**src/rtl/seq_control_param.sv**
```systemverilog
// Drum-machine sequencer controller: steps through NUM_INS pattern loads and a
// BPM load, then runs a STEPS-long beat loop paced by beat_tick.
module seq_control_param #(
  parameter int NUM_INS = 4,
  parameter int STEPS   = 8,
  parameter int STEP_W  = $clog2(STEPS)
) (
  input  logic               clk,
  input  logic               reset,
  input  logic               go,
  input  logic               stop,
  input  logic               bpm_zero,
  input  logic               beat_tick,
  output logic [NUM_INS-1:0] ld_ins,
  output logic               ld_bpm,
  output logic               play,
  output logic               paused,
  output logic [STEP_W-1:0]  timing,
  output logic               step_strobe,
  output logic               bar_done
);

  localparam int                 IDX_W     = (NUM_INS > 1) ? $clog2(NUM_INS) : 1;
  localparam logic [IDX_W-1:0]   IDX_LAST  = IDX_W'(NUM_INS - 1);
  localparam logic [IDX_W:0]     IDX_LIMIT = (IDX_W + 1)'(NUM_INS);
  localparam logic [STEP_W-1:0]  STEP_LAST = STEP_W'(STEPS - 1);
  localparam logic [NUM_INS-1:0] INS_ONE   = NUM_INS'(1);

  typedef enum logic [2:0] {
    S_LOAD_INS,
    S_LOAD_INS_WAIT,
    S_LOAD_BPM,
    S_LOAD_BPM_WAIT,
    S_PLAY,
    S_PAUSE_WAIT,
    S_PAUSE,
    S_RESUME_WAIT
  } state_t;

  state_t            state, state_n;
  logic [IDX_W-1:0]  idx, idx_n;
  logic [STEP_W-1:0] timing_n;
  logic              step_strobe_n;
  logic              bar_done_n;
  logic              idx_ok;

  // The widened compare keeps this meaningful when NUM_INS is not a power of two.
  assign idx_ok = ({1'b0, idx} < IDX_LIMIT);

  // NOTE: sequential state uses non-blocking assignments so every register
  // samples the pre-edge values, independent of statement order.
  always_ff @(posedge clk) begin
    if (!reset) begin
      state       <= S_LOAD_INS;
      idx         <= '0;
      timing      <= '0;
      step_strobe <= 1'b0;
      bar_done    <= 1'b0;
    end else begin
      state       <= state_n;
      idx         <= idx_n;
      timing      <= timing_n;
      step_strobe <= step_strobe_n;
      bar_done    <= bar_done_n;
    end
  end

  // NOTE: every signal driven here gets a default first, so no path can
  // leave one unassigned and infer a latch.
  always_comb begin
    state_n       = state;
    idx_n         = idx;
    timing_n      = timing;
    step_strobe_n = 1'b0;
    bar_done_n    = 1'b0;

    case (state)
      S_LOAD_INS: begin
        if (!idx_ok) begin
          idx_n = '0;
        end else if (go) begin
          state_n = S_LOAD_INS_WAIT;
        end
      end

      S_LOAD_INS_WAIT: begin
        if (!idx_ok) begin
          state_n = S_LOAD_INS;
          idx_n   = '0;
        end else if (!go) begin
          if (idx == IDX_LAST) begin
            state_n = S_LOAD_BPM;
          end else begin
            state_n = S_LOAD_INS;
            idx_n   = idx + 1'b1;
          end
        end
      end

      S_LOAD_BPM: begin
        if (go) state_n = S_LOAD_BPM_WAIT;
      end

      S_LOAD_BPM_WAIT: begin
        if (!go) begin
          if (bpm_zero) begin
            state_n = S_LOAD_BPM;
          end else begin
            state_n       = S_PLAY;
            timing_n      = '0;
            step_strobe_n = 1'b1;
          end
        end
      end

      S_PLAY: begin
        if (stop) begin
          state_n  = S_LOAD_INS;
          idx_n    = '0;
          timing_n = '0;
        end else begin
          // A tick coinciding with a pause press still advances the beat.
          if (beat_tick) begin
            timing_n      = (timing == STEP_LAST) ? '0 : timing + 1'b1;
            step_strobe_n = 1'b1;
            bar_done_n    = (timing == STEP_LAST);
          end
          if (go) state_n = S_PAUSE_WAIT;
        end
      end

      S_PAUSE_WAIT: begin
        if (stop) begin
          state_n  = S_LOAD_INS;
          idx_n    = '0;
          timing_n = '0;
        end else if (!go) begin
          state_n = S_PAUSE;
        end
      end

      S_PAUSE: begin
        if (stop) begin
          state_n  = S_LOAD_INS;
          idx_n    = '0;
          timing_n = '0;
        end else if (go) begin
          state_n = S_RESUME_WAIT;
        end
      end

      S_RESUME_WAIT: begin
        if (stop) begin
          state_n  = S_LOAD_INS;
          idx_n    = '0;
          timing_n = '0;
        end else if (!go) begin
          state_n = S_PLAY;
        end
      end

      default: begin
        state_n  = S_LOAD_INS;
        idx_n    = '0;
        timing_n = '0;
      end
    endcase
  end

  // Load enables and play/pause flags are pure decodes, so at most one is high.
  always_comb begin
    ld_ins = '0;
    ld_bpm = 1'b0;
    play   = 1'b0;
    paused = 1'b0;
    case (state)
      S_LOAD_INS:                          ld_ins = INS_ONE << idx;
      S_LOAD_BPM:                          ld_bpm = 1'b1;
      S_PLAY:                              play   = 1'b1;
      S_PAUSE_WAIT, S_PAUSE, S_RESUME_WAIT: paused = 1'b1;
      default: ;
    endcase
  end

endmodule

```
**config.mk**
```make
export PLATFORM = sky130hd
export DESIGN_NAME = seq_control_param
export DESIGN_NICKNAME = d
export VERILOG_FILES = /design/src/rtl/seq_control_param.sv
export SDC_FILE = /design/constraint.sdc
export NUM_CORES = 1
export LEC_CHECK = 0
export CAP_MARGIN = 20
export CORE_MARGIN = 5
export CORE_UTILIZATION = 46
export DETAILED_ROUTE_END_ITERATION = 8
export GPL_ROUTABILITY_DRIVEN = 0
export HOLD_SLACK_MARGIN = 0.05
export PLACE_DENSITY = 0.76
export SYNTH_ARGS = -nofsm -noshare
export SYNTH_HDL_FRONTEND = slang
export SYNTH_SLANG_ARGS = --single-unit
```
**constraint.sdc**
```tcl
create_clock -name clk -period 1.6 [get_ports clk]
set_input_delay 0.16 -clock clk [delete_from_list [all_inputs] [get_ports clk]]
set_output_delay 0.16 -clock clk [all_outputs]
set_load 0.1 [all_outputs]
```
# ---- After elaboration in Yosys (flattened, before gate mapping)
# Index checks and enable logic that the tools add are counted.
dict set report classes {
  eq_ne 22
  shift 1
  n_mux 35
  add_sub_neg 2
  bitwise_logic 3
  reduce_logical 9
}
# op n
set op_table {}
lappend op_table {{$mux 3} 19}
lappend op_table {{$pmux 3 s8} 1}
lappend op_table {{$eq 3x3->1 const B} 5}
lappend op_table {{$ne 3x3->1 const B} 5}
lappend op_table {{$ne 2x2->1 const B} 6}
lappend op_table {{$pmux 3 s3} 1}
lappend op_table {{$mux 2} 4}
lappend op_table {{$reduce_and 8->1} 1}
lappend op_table {{$reduce_or 4->1} 2}
lappend op_table {{$mux 1} 7}
lappend op_table {{$eq 3x2->1 const B} 2}
lappend op_table {{$reduce_and 5->1} 1}
lappend op_table {{$mux 4} 1}
lappend op_table {{$ne 2x1->1 const B} 2}
lappend op_table {{$pmux 2 s2} 1}
lappend op_table {{$reduce_and 4->1} 1}
lappend op_table {{$shl 1x2->4 const A} 1}
lappend op_table {{$add 3x1->3 const B} 1}
lappend op_table {{$eq 3x1->1 const B} 1}
lappend op_table {{$logic_not 3->1} 1}
lappend op_table {{$not 1->1} 3}
lappend op_table {{$reduce_bool 3->1} 1}
lappend op_table {{$reduce_or 3->1} 1}
lappend op_table {{$add 2x1->2 const B} 1}
lappend op_table {{3 further kinds} 3}
dict set report word_totals {
  reg_bits 10
  output_inout_bits 12
  inputBits 6
  word_cells 77
}

# ---- Longest topological paths before layout
dict set report depth {
  depth_word 5
  mapped_depth 5
  ltp_nobuf 5
}

# ---- Least setup slack after synthesis
# Ideal clock, no wire load.
dict set report synth_path {
  path_kind {flip-flop to output port}
  start {reg state[2]}
  end {out play}
  arrival_time_ns 2.699
  path_slack_ns -1.259
  t_required_ns 1.440
  n_path_buf 1
  stages_incl_launch_ff 3
  path_cell_list {dfxtp_1 buf_4 nor3b_1}
}
dict set report synth_between {
  elab_chain_len 2
}
# element line_no
set synth_lines {}
lappend synth_lines {{from (decl)} 40} ;# state_t state, state_n;
lappend synth_lines {{from (signal assigned)} 60} ;# state <= state_n;
lappend synth_lines {{$eq 3x3->1} 176} ;# case (state)
lappend synth_lines {{$mux 1} 176}
lappend synth_lines {{to (decl)} 16} ;# output logic play,
# Every way passes these cells.

# ---- Worst setup path in the final report
dict set report layout_path {
  start {reg state[0]}
  end {out ld_ins[0]}
}
dict set report layout_between {
  elab_chain_len 2
}
# element line_no
set layout_lines {}
lappend layout_lines {{$logic_not 3->1} 176}
lappend layout_lines {{$mux 4} 176}
lappend layout_lines {{to (decl)} 14} ;# output logic [NUM_INS-1:0] ld_ins,
# Every way passes these cells.

==> results_dict.tcl <==
set metrics [dict create \
    status "complete, no violations" \
    netlist_top_cells_area "dfxtp_1 29%, ha_1 11%, mux2i_1 5.7%" \
    grt_pass1_wl_um 2730 \
    dpl_worst_slack_ns 0.0436 \
    io_pins 18 \
    fin_util 0.708 \
    floorplan.initialDensity 0.476 \
    grt_pass1_vias 590 \
    ys_seq_elements 10 \
    clk_path_buf_depth 2 \
    nNetsFinal 106 \
    routedWlPerCell_um 14.7 \
    clk_pin_slew_worst_paths_ns 0.06 \
    io_buffers 17 \
    synth_edf_count 0 \
    ys.flop_type "dfxtp_1" \
    start_kind "flip-flop" \
    cts_num_sinks 10 \
    p_leak_nw 0.456 \
    synth_top_area_cell "dfxtp_1" \
    grt_start_max_net_pins 12 \
    ys_async_sr_fraction 0 \
    seq_area_frac_synth 0.286 \
    area_delta_synth_final_pct 48.8 \
    rows 14 \
    drive_above_1_share 0.391 \
    post-route-drc-count 0 \
    worstPathArrival_ns 1.33 \
    syn_area_per_cell_um2 9.73 \
    ir_drop_mv 0.368 \
    min-delay-path-class "flip-flop to flip-flop" \
    final_max_slew_viol_count 0 \
    yosys-top-cells-count "10 x dfxtp_1, 9 x nand2_1, 6 x and2_1, 6 x ha_1" \
    cts_hold_buf 0 \
    syn-cell-area_um2 701 \
    tightest_slew_ns 0.418 \
    clk_latency_ns 0.27 \
    cap_violations 0 \
    core_area_mm2 0.00147 \
    synth_cell_type_count 29 \
    num_antenna_cells 0 \
    setup-violations-final 0 \
    synth_nets 84 \
    final.setup.worst_slack_ns 0.109 \
    firstDrtPassIters 4 \
    finalWirelength_um 1590 \
    synth_top_area_share 0.286 \
    cts_tree "done" \
    die_y_um 49.0 \
    die_w_um 49.0 \
    ys.warnings.count 0 \
    antenna_found_initial 0 \
    syn_inst 72 \
    criticalPathCategory "flip-flop to primary output" \
    grt_usage 0.145 \
    rsz0062_at_grt "false" \
    p_per_area_mw_per_mm2 506 \
    post-dp-hpwl_um 1290 \
    synth_most_common_cell "dfxtp_1" \
    cts-root-buf "clkbuf_4" \
    period_share 0.932 \
    ant_nets 0 \
    gr-total-overflow 0 \
    cts_setup_buffers 0 \
    clock_skew_ns 0.00134 \
    cts_buffers 3 \
    worstPathMaxFanout 7 \
    htree_levels 1 \
    hold_viol_final 0 \
    viasPerCell 5.10 \
    worstPathRequired_ns 1.44 \
    drtIter0Drc 7 \
    die_area_mm2 0.00240 \
    via_count 551 \
    end_kind "primary output" \
    slew_headroom 0.721 \
    min_period_ns 1.49 \
    fmax_ghz 0.671 \
]
==> where the power goes <==
part	internal (mW)	switching, mW
logic	0.0428	0.0527
clock network	0.0871	0.0863
registers	0.252	0.00663
total	0.382	0.146
==> registers in the layout, indices dropped and copies added, names as in the netlist <==
register	count
step_strobe	1
bar_done	1
timing	3
idx	2
state	3
==> metrics by stage <==
step	hold slack, ns	area [um2]	instances	TNS, ns	total power [mW]
finish	0.506	1040	108	0	0.527
global route	0.527	1040	108	0	0.557
floorplan	0.305	716	72	-0.259	0.319
global placement	0.479	1010	105	0	0.358
CTS	0.513	1040	108	0	0.535
detailed placement	0.503	1010	105	0	0.360
==> logic make-up after synthesis <==
family | count (synthesis) | share of synthesized area
compound gates | 10 | 0.132
mux | 4 | 0.0571
simple gates | 35 | 0.341
buf+inv | 7 | 0.0768
flops | 10 | 0.286
fa+ha+maj | 6 | 0.107
==> layout by cell type, fill, tap and decap left out <==
master,instances
and2_1,2
nand3_1,2
nor2b_1,1
mux2i_1,4
and2_2,4
o21a_1,1
o21ai_0,1
and3_1,2
or3_1,1
clkbuf_4,3
nor3_2,1
nor2_1,2
nor3b_2,1
a21boi_0,4
nand2_1,9
nand2b_1,2
nor2_2,1
nor4_4,1
a21oi_1,1
ha_1,6
or2_4,1
o21ai_4,1
dfxtp_1,7
a22oi_4,1
nor4b_4,1
buf_4,4
nand2b_4,2
clkdlybuf4s50_1,5
dfxtp_2,3
nand3b_1,2
o211ai_1,1
buf_12,12
inv_1,3
==> routing by layer <==
layer	global-route usage	share of wire
met5	0	0
met4	0.0404	0.011
met3	0.0703	0.063
met2	0.241	0.52
met1	0.163	0.41
==> what timing repair did <==
item                       CTS  global route
setup endpoints to repair    5             4
pin swaps                    0             1
resized for setup            2             0
gates cloned                 0             0
==> final timing paths <==
kind                               start                endpoint  slack [ns]  cells past startpoint
hold reg to reg   timing[1]$_SDFFE_PN0P_  timing[1]$_SDFFE_PN0P_        0.51                      2
setup / recovery   state[0]$_SDFFE_PN0P_               ld_ins[0]        0.11                      3
hold / removal    timing[1]$_SDFFE_PN0P_  timing[1]$_SDFFE_PN0P_        0.51                      2
setup reg to reg   state[0]$_SDFFE_PN0P_  timing[0]$_SDFFE_PN0P_        0.15                      4
==> worst max-delay path, cell delays in order, from the launching register on <==
cell and delay, ns:
dfxtp_1 0.58, nor3_2 0.09, and2_2 0.23, buf_12 0.16
==> layout make-up <==
cell class	instances	area [um2]
Clock buffer	3	22.5
Sequential cell	10	204
Timing Repair Buffer	21	320
Tap cell	16	20.0
Fill cell	117	429
Multi-Input combinational cell	55	464
Inverter	3	11.3
(Power assumes the default switching activity.)
